--- src/rtl/red_pitaya_fads_sorter.sv ---
// Fluorescence-activated droplet sorter: measures width and peak of each
// droplet on channel A and fires a delayed ASG trigger for accepted ones.
module red_pitaya_fads_sorter #(
    parameter int CW = 16
) (
    input  logic                 adc_clk_i,
    input  logic                 adc_rstn_i,
    input  logic signed [13:0]   adc_a_i,
    input  logic                 cfg_enable_i,
    input  logic signed [13:0]   cfg_low_thr_i,
    input  logic signed [13:0]   cfg_high_thr_i,
    input  logic [CW-1:0]        cfg_min_width_i,
    input  logic [CW-1:0]        cfg_max_width_i,
    input  logic [CW-1:0]        cfg_delay_i,
    input  logic [CW-1:0]        cfg_pulse_len_i,
    output logic                 asg_trig_o,
    output logic [1:0]           state_o,
    output logic [31:0]          droplet_cnt_o,
    output logic [31:0]          sort_cnt_o
);

    typedef enum logic [1:0] {
        IDLE    = 2'd0,
        MEASURE = 2'd1,
        DELAY   = 2'd2,
        FIRE    = 2'd3
    } state_t;

    state_t             state_q;
    logic signed [13:0] adc_q;
    logic               present_q;
    logic [CW-1:0]      width_q;
    logic signed [13:0] peak_q;
    logic [CW-1:0]      dly_cnt_q;
    logic [CW-1:0]      pulse_cnt_q;
    logic               trig_q;
    logic [31:0]        drop_cnt_q;
    logic [31:0]        sort_cnt_q;

    logic               present_s;
    logic               rise_s;
    logic               accept_s;
    logic [CW-1:0]      width_inc_s;
    logic signed [13:0] peak_max_s;
    logic [CW-1:0]      pulse_load_s;

    assign present_s    = (adc_q > cfg_low_thr_i);
    assign rise_s       = present_s && !present_q;
    assign width_inc_s  = (width_q == {CW{1'b1}}) ? width_q : (width_q + {{(CW-1){1'b0}}, 1'b1});
    assign peak_max_s   = (adc_q > peak_q) ? adc_q : peak_q;
    assign accept_s     = (width_q >= cfg_min_width_i) && (width_q <= cfg_max_width_i) &&
                          (peak_q < cfg_high_thr_i);
    // A zero pulse length still produces a single-cycle trigger.
    assign pulse_load_s = (cfg_pulse_len_i == {CW{1'b0}}) ? {{(CW-1){1'b0}}, 1'b1} : cfg_pulse_len_i;

    // Sample pipeline: registered ADC value and one-cycle-delayed presence flag.
    always_ff @(posedge adc_clk_i or negedge adc_rstn_i) begin
        if (!adc_rstn_i) begin
            adc_q     <= 14'sd0;
            present_q <= 1'b0;
        end else begin
            adc_q     <= adc_a_i;
            present_q <= present_s;
        end
    end

    // Sorter state machine with registered trigger and event counters.
    always_ff @(posedge adc_clk_i or negedge adc_rstn_i) begin
        if (!adc_rstn_i) begin
            state_q     <= IDLE;
            width_q     <= {CW{1'b0}};
            peak_q      <= 14'sd0;
            dly_cnt_q   <= {CW{1'b0}};
            pulse_cnt_q <= {CW{1'b0}};
            trig_q      <= 1'b0;
            drop_cnt_q  <= 32'd0;
            sort_cnt_q  <= 32'd0;
        end else if (!cfg_enable_i) begin
            state_q <= IDLE;
            trig_q  <= 1'b0;
        end else begin
            case (state_q)
                IDLE: begin
                    // Only a fresh rising edge starts a measurement.
                    if (rise_s) begin
                        state_q <= MEASURE;
                        width_q <= {{(CW-1){1'b0}}, 1'b1};
                        peak_q  <= adc_q;
                    end
                end
                MEASURE: begin
                    if (present_s) begin
                        width_q <= width_inc_s;
                        peak_q  <= peak_max_s;
                    end else begin
                        drop_cnt_q <= drop_cnt_q + 32'd1;
                        if (accept_s) begin
                            sort_cnt_q  <= sort_cnt_q + 32'd1;
                            dly_cnt_q   <= cfg_delay_i;
                            pulse_cnt_q <= pulse_load_s;
                            if (cfg_delay_i == {CW{1'b0}}) begin
                                state_q <= FIRE;
                                trig_q  <= 1'b1;
                            end else begin
                                state_q <= DELAY;
                            end
                        end else begin
                            state_q <= IDLE;
                        end
                    end
                end
                DELAY: begin
                    if (dly_cnt_q <= {{(CW-1){1'b0}}, 1'b1}) begin
                        state_q <= FIRE;
                        trig_q  <= 1'b1;
                    end else begin
                        dly_cnt_q <= dly_cnt_q - {{(CW-1){1'b0}}, 1'b1};
                    end
                end
                FIRE: begin
                    if (pulse_cnt_q <= {{(CW-1){1'b0}}, 1'b1}) begin
                        state_q <= IDLE;
                        trig_q  <= 1'b0;
                    end else begin
                        pulse_cnt_q <= pulse_cnt_q - {{(CW-1){1'b0}}, 1'b1};
                    end
                end
                default: begin
                    state_q <= IDLE;
                    trig_q  <= 1'b0;
                end
            endcase
        end
    end

    assign asg_trig_o    = trig_q;
    assign state_o       = state_q;
    assign droplet_cnt_o = drop_cnt_q;
    assign sort_cnt_o    = sort_cnt_q;

endmodule

--- config.mk ---
export PLATFORM = sky130hd
export DESIGN_NAME = red_pitaya_fads_sorter
export DESIGN_NICKNAME = d
export VERILOG_FILES = /design/src/rtl/red_pitaya_fads_sorter.sv
export SDC_FILE = /design/constraint.sdc
export NUM_CORES = 1
export LEC_CHECK = 0
export ABC_AREA = 1
export CAP_MARGIN = 20
export CELL_PAD_IN_SITES_DETAIL_PLACEMENT = 1
export CELL_PAD_IN_SITES_GLOBAL_PLACEMENT = 2
export CORE_ASPECT_RATIO = 1.75
export CORE_MARGIN = 3
export CORE_UTILIZATION = 30
export DETAILED_ROUTE_END_ITERATION = 6
export MAX_ROUTING_LAYER = met4
export PLACE_DENSITY = 0.88
export SKIP_LAST_GASP = 1
export SYNTH_ARGS = -nofsm -noshare
export SYNTH_HDL_FRONTEND = slang
export SYNTH_SLANG_ARGS = --single-unit
export TNS_END_PERCENT = 30
--- constraint.sdc ---
create_clock -name adc_clk_i -period 2.6 [get_ports adc_clk_i]
set_clock_uncertainty 0.15 [all_clocks]
set_input_delay 0.26 -clock adc_clk_i [delete_from_list [all_inputs] [get_ports adc_clk_i]]
set_output_delay 0.26 -clock adc_clk_i [all_outputs]
set_load 0.03 [all_outputs]
# Yosys cells after proc, flatten, opt, wreduce, memory -nomap -nowiden

Index checks and enable logic that the tools add are counted.

Add/sub/neg operators: 5
$lt $le $gt $ge: 7
Equal/unequal tests: 19
Multiplexer cells: 32
Bitwise gates (word level): 1
Reductions and logical operators: 18

Operators with widths:

| kind                  | number |
|---|---|
| $mux 16               | 10 |
| $pmux 16 s2           | 3 |
| $add 32x1->32 const B | 2 |
| $mux 14               | 3 |
| $le 16x1->1 const B   | 2 |
| $logic_not 16->1      | 2 |
| $sub 16x1->16 const B | 2 |
| $gt 14x14->1          | 2 |
| $pmux 14 s2           | 1 |
| $reduce_and 5->1      | 4 |
| $ne 3x3->1 const B    | 6 |
| $add 16x1->16 const B | 1 |
| $eq 16x16->1 const B  | 1 |
| $ge 16x16->1          | 1 |
| $le 16x16->1          | 1 |
| $ne 2x2->1 const B    | 8 |
| $lt 14x14->1          | 1 |
| $mux 2                | 6 |
| $pmux 2 s4            | 1 |
| $reduce_and 4->1      | 2 |
| $mux 1                | 7 |
| $reduce_and 6->1      | 1 |
| $reduce_bool 2->1     | 3 |
| $eq 2x2->1 const B    | 2 |
| 8 further kinds       | 10 |

Bits in registers: 144
Bits of input ports: 109
Output and inout port bits: 67

# Depth between registers and ports, before layout

Gate-level depths: netlist of run 1.

Depth after elaboration: 7
Depth in mapped cells: 18
Depth with buffers taken out: 17

# Worst setup path after synthesis of run 1

OpenSTA, ideal clock, no wires.

Path type: reg-to-reg
From: reg state_q[0], in the netlist state_o[0]
To: reg width_q[6]
Library setup time: 0.117 ns
Arrival: 1.989 ns
Slack: 0.344 ns
Cell stages (with the launch flop): 11
Buffers on the path: 3
Period minus slack after synthesis: 2.256 ns
Cells stage by stage: dfrtp_1 ha_1 buf_4 clkinv_1 a21oi_1 o31a_1 buf_2 nand2_4 buf_6 nand2_1 nand2_1

Longest elaborated chain between the ends: 3
Elaborated cells on any way between the ends: 8
Those cells by class: eq/ne: 4; mux: 1; reduce/logical: 3

Ends and longest elaborated chain:

| what                                                      | RTL line | RTL |
|---|---|---|
| start, declared                                           | 29       | `state_t state_q;` |
| start signal, assigned                                    | 70       | `state_q <= IDLE;` |
| start signal, assigned                                    | 79       | `state_q <= IDLE;` |
| start signal, assigned                                    | 86       | `state_q <= MEASURE;` |
| $eq 2x1->1 or $logic_not 2->1 (tied branches)             | 82       | `case (state_q)` |
| $ne 2x2->1 (no line) or $reduce_bool 2->1 (tied branches) | --       |  |
| $reduce_and 5->1 (no line)                                | --       |  |
| end signal, assigned                                      | 71       | `width_q <= {CW{1'b0}};` |
| end signal, assigned                                      | 87       | `width_q <= {{(CW-1){1'b0}}, 1'b1};` |
| end signal, assigned                                      | 93       | `width_q <= width_inc_s;` |
| end, declared                                             | 32       | `logic [CW-1:0] width_q;` |

Parallel ways exist; a longest one is shown, timed or not.
A chain may end at the register's enable or synchronous reset.

# Worst setup path in the final report of run 1

From: reg peak_q[11]
To: reg sort_cnt_q[3], in the netlist sort_cnt_o[3]

Longest elaborated chain between the ends: 3

Ends and longest elaborated chain:

| what                       | RTL line | RTL |
|---|---|---|
| start, declared            | 33       | `logic signed [13:0] peak_q;` |
| start signal, assigned     | 88       | `peak_q <= adc_q;` |
| start signal, assigned     | 94       | `peak_q <= peak_max_s;` |
| $lt 14x14->1               | 52       | `(peak_q < cfg_high_thr_i);` |
| $logic_and 1x1->1          | 51       | `assign accept_s = (width_q >= cfg_min_width_i) && (width_q <= cfg_max_width_i) &&` |
| $reduce_and 4->1 (no line) | --       |  |
| end signal, assigned       | 98       | `sort_cnt_q <= sort_cnt_q + 32'd1;` |
| end, declared              | 38       | `logic [31:0] sort_cnt_q;` |

Every way passes these cells.

==> key figures, run 1 <==
Synth
  – Main synth FF type: dfrtp_1
  – Synth Warn #: 0
  – Register area share after synthesis: 35.29%
  – FFs w/ async S/R, synth: 100.0%
  – Synth Net Count: 1,625
  – Post-synth EDFFs: 0
  – Synthesized area per cell: 7.131 um^2
  – Number of synthesized register bits: 144
  – Post-Syn Instances: 1,432
  – Synth unique cells: 43
  – Post-synthesis cell area: 0.01021 mm^2

Power and ir drop
  – Clock power share: 27.7%
  – Sequential share of power: 32.1%
  – Peak supply drop: 0.4576 mV
  – Static leakage: 0.006832 uW
  – Sw Pwr: 3921 uW
  – Combinational share of power: 40.2%
  – P per Cell Area: 701.3 mW/mm^2
  – Pint: 6067 uW
  – Sw Share: 39.26%
  – Total power: 9989 uW

Cells and area
  – Seq. cell area: 0.003606 mm^2
  – Most common cell after layout, fill and taps aside: nand2_1
  – Area delta synth->final: 39.48%
  – Most frequent cells in the layout: nand2_1, inv_1, clkdlybuf4s50_1, dfrtp_1, nor2_1
  – Ant. Diodes: 0
  – Fraction of layout cells with a size suffix above 1: 11.93%
  – Area of the multi-input gates: 0.006020 mm^2
  – Final Non-Filler Cells: 2,152
  – Fin nets: 1,882
  – Fin util: 42.83%
  – Fillers: 4,160

Timing
  – Tmin final: 2.520 ns
  – RSZ-0062 raised after global routing: yes
  – Final worst path period share: 96.93%
  – Slew Limit Fails: 0
  – Final hold vios: 0
  – Setup violators final: 0
  – Slew @ Worst Pin: 0.5470 ns
  – Fmax: 396.8 MHz
  – Max-slew headroom: 63.31%

Die
  – Die area: 0.03637 mm^2
  – Die width: 145.5 um
  – # IOs: 176
  – Core area: 0.03325 mm^2
  – Die height: 250.1 um
  – # rows: 88
  – Initial Utilization: 30.71%

Critical path
  – Setup crit start kind: flop
  – Critical path's largest stage delay: 0.41 ns
  – FF-to-FF Start: peak_q[11]$_DFFE_PN0P_
  – WP buf/inv: 2
  – Reg2Reg Setup Slack: 0.08 ns
  – Max FO, Critical Path: 9
  – Crit path required time: 2.77 ns
  – Cells on worst reg2reg path: 15
  – Worst path most repeated cell: nand2_1
  – Crit end category: flop
  – Slowest CP cell: dfrtp_1
  – Crit path arrival time: 2.69 ns
  – Largest delay contributor family on the critical path: simple AND/OR/NAND/NOR gates
  – R2R Path End: sort_cnt_o[3]$_DFFE_PN0P_
  – Crit Path Class: reg -> reg
  – Worst path cell trace: ha_1 > nand2_1 > nor2_4 > nand2_1 > nor2_2 > nand2_1 > nand3_1 > nand2_2 > nor2_4 > nand2_4 > nor2_4 > buf_12 > buf_12 > nand2_1 > xor2_1

Routing
  – Antenna violation net count after detailed routing: 0
  – DR WL/cell: 16.47 um
  – Total wire length: 35.43 mm
  – 1st-iter DRT viols: 222
  – First-pass iteration count of the detailed router: 4
  – # DRC: 0
  – Via density: 4.777
  – Detailed-route via count: 10.28k

Outcome
  – Status: finished clean

Flow run
  – Max_cap viols: 0

Clock network
  – Cts bufs inserted: 17
  – CTS tree: yes
  – Longest Clk Path Bufs: 2
  – H-Tree Depth: 4
  – CTS Root Cell: clkbuf_16
  – Sink Count: 144
  – Clock Latency Late Sink: 0.44 ns
  – Clock-pin slew on the worst setup and hold paths: 0.07 ns

Global routing
  – Initial antenna violation count: 0
  – Global route overflow: 0
  – Total GRT Usage: 19.80%
  – Vias in the first global route: 11.28k
  – Pin count of the biggest net entering global routing: 54
  – First-pass GRT wire length: 56.74 mm

Placement
  – Post-DP HPWL: 27.44 mm
  – Gpl congestion: 0.8677
  – Number of port buffers: 175
  – Placed cells: 2,103

Worst hold path
  – Worst min-delay path startpoint: adc_a_i[8]
  – Hold path cells: 1
  – Worst Hold Class: in -> reg
  – Hold EP: adc_q[8]$_DFF_PN0_
## what timing repair did
item                                    CTS  global route
buffers inserted                          2            11
gates resized for setup                   8            69
pin swaps                                 1            17
endpoints found under the hold margin    37             0
cloned                                    0             4
endpoints found under the setup margin   50           109
hold buffers                              1             0
## layout make-up
class	instances	share of cell area [%]
Timing Repair Buffer	268	18.43
Inverter	207	5.482
Clock inverter	11	1.247
Clock buffer	21	3.303
Sequential cell	144	25.32
Multi-Input combinational cell	1051	42.26
Tap cell	450	3.953
## Yosys cell counts (16+ instances only)
cell     number  area [um^2]
nor3_1       46        230.2
nand3_1      62        310.3
o21ai_0      54        270.3
nand4_1      31        193.9
o21ai_1      34        170.2
nor4_1       16        100.1
xor2_1       54        473.0
nand2_1     426         1599
ha_1         84         1051
dfrtp_1     144         3603
inv_1       201        754.5
xnor2_1      24        210.2
a21oi_1      42        210.2
nor2_1      136        510.5
## through the flow
stage	hold slack, ns	TNS (ns)	setup WS, ns	area (um^2)
after detailed placement	0.07470	-41.00	-0.5340	13010
after global routing	0.09111	-0.6297	-0.04827	14240
after CTS	0.07803	0	0.004051	13710
after global placement	0.07423	-36.04	-0.4539	13010
after floorplan	-0.1856	0	0.3439	10210
final	0.1031	0	0.07975	14240
## how the worst max path moves through the flow
| stage | startpoint | end | depth (start not counted) |
|---|---|---|---|
| after floorplan | state_o[0]$_DFFE_PN0P_ | width_q[6]$_DFFE_PN0P_ | 10 |
| after global placement | cfg_high_thr_i[9] | sort_cnt_o[8]$_DFFE_PN0P_ | 15 |
| after detailed placement | cfg_high_thr_i[9] | sort_cnt_o[6]$_DFFE_PN0P_ | 15 |
| after CTS | adc_q[9]$_DFF_PN0_ | dly_cnt_q[7]$_DFFE_PN0P_ | 17 |
| after global routing | peak_q[11]$_DFFE_PN0P_ | sort_cnt_o[6]$_DFFE_PN0P_ | 15 |
| final | peak_q[11]$_DFFE_PN0P_ | sort_cnt_o[3]$_DFFE_PN0P_ | 15 |
## layer usage
| layer | wire length, um | part of all wire [%] | track usage [%] | vias up |
|---|---|---|---|---|
| met1 | 12910 | 36 | 19.67 | 4972 |
| met5 | 0 | 0 | - | - |
| met3 | 759 | 2.1 | 2.136 | 64 |
| met2 | 20430 | 58 | 38.35 | 181 |
| met4 | 1332 | 3.8 | 8.938 | 0 |
| li1 | - | - | - | 5063 |
## flip-flops by register name (all words and copies together), names as in the netlist
| register | count |
|---|---|
| pulse_cnt_q | 16 |
| droplet_cnt_o | 32 |
| present_q | 1 |
| asg_trig_o | 1 |
| dly_cnt_q | 16 |
| adc_q | 14 |
| peak_q | 14 |
| sort_cnt_o | 32 |
| state_o | 2 |
| width_q | 16 |
## cells by family (layout without fill, tap and decap cells)
group	Yosys count	in the layout	share of synthesized area, %
buffers and inverters	237	507	9.337
AO/OA/AOI/OAI	144	144	7.352
flip-flops	144	144	35.29
XOR/XNOR	78	78	6.690
AND/OR/NAND/NOR	744	744	30.94
adder cells (fa/ha/maj)	84	84	10.29
multiplexers	1	1	0.09803
## power groups by stage
| stage | Combinational [uW] | Clock (uW) | Sequential (uW) |
|---|---|---|---|
| 2_1_floorplan | 2130 | 0 | 3310 |
| 3_3_place_gp | 3600 | 0 | 3210 |
| 3_5_place_dp | 3750 | 0 | 3230 |
| 4_1_cts | 3800 | 2850 | 3200 |
| 5_1_grt | 4550 | 2930 | 3290 |
| 6_report | 4020 | 2770 | 3200 |
Note: power is estimated with default switching activity, not from simulation.
==> run 2, diff against run 1 <==
--- a/config.mk
+++ b/config.mk
@@ -12,6 +12,7 @@
 export CORE_ASPECT_RATIO = 1.75
 export CORE_MARGIN = 3
 export CORE_UTILIZATION = 30
+export CTS_CLUSTER_DIAMETER = 50
 export DETAILED_ROUTE_END_ITERATION = 6
 export MAX_ROUTING_LAYER = met4
 export PLACE_DENSITY = 0.88
==> results of run 2 <==
The final DEF is identical to that of run 1; final timing and power are the same.
==> run 3, diff against run 2 <==
--- a/config.mk
+++ b/config.mk
@@ -11,11 +11,11 @@
 export CELL_PAD_IN_SITES_GLOBAL_PLACEMENT = 2
 export CORE_ASPECT_RATIO = 1.75
 export CORE_MARGIN = 3
-export CORE_UTILIZATION = 30
+export CORE_UTILIZATION = 33
 export CTS_CLUSTER_DIAMETER = 50
 export DETAILED_ROUTE_END_ITERATION = 6
 export MAX_ROUTING_LAYER = met4
-export PLACE_DENSITY = 0.88
+export PLACE_DENSITY = 0.9
 export SKIP_LAST_GASP = 1
 export SYNTH_ARGS = -nofsm -noshare
 export SYNTH_HDL_FRONTEND = slang
==> constraint.sdc (replaced) <==
create_clock -name adc_clk_i -period 3 [get_ports adc_clk_i]
set_clock_uncertainty 0.15 [all_clocks]
set_input_delay 0.3 -clock adc_clk_i [delete_from_list [all_inputs] [get_ports adc_clk_i]]
set_output_delay 0.3 -clock adc_clk_i [all_outputs]
set_load 0.03 [all_outputs]
==> run 3 against run 2 <==
Against the previous run:
- register-to-register slack better by 0.26 ns
- power is 19% lower
- via count is 3.7% lower
- highest routed layer unchanged
- non-clock buffer count is 61 lower
- count of clock-buffer cells in the layout is 3 lower
- critical path depth is 1 lower
- sequential power is 13% lower
- wire length is 8.8% lower
- worst setup slack better by 0.26 ns
- first-iteration DRC count is 36% higher
- final cell count is 5.6% lower
- utilization is 0.89 points higher
==> key figures, run 3 (same netlist as run 1, synthesis figures left out) <==
Critical path
  – Crit end category: flop
  – Setup crit start kind: flop
  – Crit Path Class: reg -> reg
  – Max FO, Critical Path: 14
  – Crit path arrival time: 2.87 ns
  – Slowest CP cell: dfrtp_1
  – Worst path cell trace: ha_1 > nand2_1 > nor2_1 > and2_1 > nor2_1 > nand2_1 > a21oi_1 > nor2_1 > nand2_2 > nor2_4 > buf_4 > buf_12 > nand2_1 > o21ai_0
  – Crit path required time: 3.21 ns
  – Critical path's largest stage delay: 0.46 ns

Power and ir drop
  – Sw Share: 39.06%
  – Pint: 4950 uW
  – Total power: 8123 uW
  – Sw Pwr: 3173 uW
  – Static leakage: 0.006423 uW
  – Combinational share of power: 37.3%
  – Sequential share of power: 34.4%
  – Peak supply drop: 0.4225 mV
  – P per Cell Area: 613.8 mW/mm^2
  – Clock power share: 28.3%

Routing
  – Detailed-route via count: 9,901
  – 1st-iter DRT viols: 302
  – Total wire length: 32.33 mm
  – # DRC: 0
  – Antenna violation net count after detailed routing: 0
  – First-pass iteration count of the detailed router: 4
  – Via density: 4.875
  – DR WL/cell: 15.92 um

Timing
  – Fmax: 375.2 MHz
  – Worst hold slack: 0.1384 ns
  – Final worst path period share: 88.84%
  – RSZ-0062 raised after global routing: no
  – Setup violators final: 0
  – Max-slew headroom: 66.07%
  – Slew Limit Fails: 0
  – Tmin final: 2.665 ns
  – Slew @ Worst Pin: 0.5090 ns
  – Final hold vios: 0

Die
  – Die height: 238.7 um
  – Initial Utilization: 33.73%
  – Die area: 0.03317 mm^2
  – # IOs: 176
  – Die width: 139.0 um
  – # rows: 84
  – Core area: 0.03027 mm^2

Clock network
  – Clock-pin slew on the worst setup and hold paths: 0.06 ns
  – Setup Buffers After CTS: 0
  – Sink Count: 144
  – Longest Clk Path Bufs: 2
  – H-Tree Depth: 4
  – Cts bufs inserted: 17
  – Clock Latency Late Sink: 0.45 ns
  – CTS tree: yes
  – CTS Root Cell: clkbuf_16

Cells and area
  – Fin util: 43.72%
  – Most common cell after layout, fill and taps aside: nand2_1
  – Fin nets: 1,821
  – Fraction of layout cells with a size suffix above 1: 5.183%
  – Most frequent cells in the layout: nand2_1, inv_1, clkdlybuf4s50_1, dfrtp_1, nor2_1
  – Fillers: 3,804
  – Area delta synth->final: 29.60%
  – Final Non-Filler Cells: 2,031

Global routing
  – Global route overflow: 0
  – Total GRT Usage: 20.34%
  – First-pass GRT wire length: 52.96 mm
  – Pin count of the biggest net entering global routing: 51
  – Initial antenna violation count: 4
  – Vias in the first global route: 10.39k

Outcome
  – Status: finished clean

Placement
  – Gpl congestion: 0.8753
  – Post-DP HPWL: 25.46 mm
  – Placed cells: 1,995
  – Number of port buffers: 175

Worst hold path
  – Worst Hold Class: in -> reg

Flow run
  – Max_cap viols: 0
[run 3: changes by cell type in the layout (fill, tap and decap cells not counted), sizes merged]
cell	before	now
buf	90	32
clkbuf	24	18
clkinv	5	9
clkinvlp	3	2
diode	0	4
inv	206	205
[run 3: critical path, delay by kind of cell (launching register included)]
kind	cells	cell delay, ns
DFF	1	0.46
and+or+nand+nor	9	1.06
adders and majority gates	1	0.33
AOI/OAI and AO/OA	2	0.20
buffers and inverters	2	0.38
[run 3: final timing paths]
kind | from | to | slack [ns] | cells past startpoint
hold reg to reg | adc_q[0]$_DFF_PN0_ | peak_q[0]$_DFFE_PN0P_ | 0.34 | 2
max in group asynchronous | adc_rstn_i | droplet_cnt_o[22]$_DFFE_PN0P_ | 1.71 | 3
hold / removal | adc_a_i[4] | adc_q[4]$_DFF_PN0_ | 0.14 | 1
setup reg to reg | width_q[7]$_DFFE_PN0P_ | sort_cnt_o[29]$_DFFE_PN0P_ | 0.33 | 14
min in group asynchronous | adc_rstn_i | dly_cnt_q[8]$_DFFE_PN0P_ | 0.23 | 2
setup / recovery | width_q[7]$_DFFE_PN0P_ | sort_cnt_o[29]$_DFFE_PN0P_ | 0.33 | 14
[run 3: power by group through the flow]
| stage | registers [uW] | clock network [uW] | logic [uW] |
|---|---|---|---|
| floorplan | 2870 | 0 | 1850 |
| CTS | 2800 | 2370 | 3090 |
| global placement | 2810 | 0 | 2930 |
| finish | 2790 | 2300 | 3030 |
| global route | 2860 | 2450 | 3480 |
| detailed placement | 2830 | 0 | 3050 |
[run 3: cell type report]
type / instances / area [um^2] / area share (%)
multi-input cells: 1051 / 5657 / 42.74
flip-flops and latches: 144 / 3603 / 27.23
repair buffers: 207 / 2083 / 15.74
inverters: 207 / 778.2 / 5.881
well taps: 387 / 484.2 / 3.659
clock buffers: 18 / 429.2 / 3.243
clock inverters: 13 / 188.9 / 1.428
diodes: 4 / 10.01 / 0.07564
[run 3: through the flow]
step / worst slack (ns) / setup TNS [ns] / cell area (um^2)
finish: 0.3348 / 0 / 13230
global route: 0.009953 / 0 / 13230
CTS: 0.2109 / 0 / 13220
detailed placement: -0.06944 / -0.7097 / 12590
global placement: -0.01898 / -0.05370 / 12590
floorplan: 0.7439 / 0 / 10210
[run 3: what timing repair did]
action                     in CTS  in global routing
hold endpoints to repair       45                  0
hold buffers                    1                  0
resized for setup               0                  1
setup endpoints to repair       0                  1
[run 3: routing by layer]
layer	GRT usage, %	share of wire [%]
met1	21.99	40
met5	-	0
met2	37.53	54
met4	7.478	2.5
met3	3.062	2.9
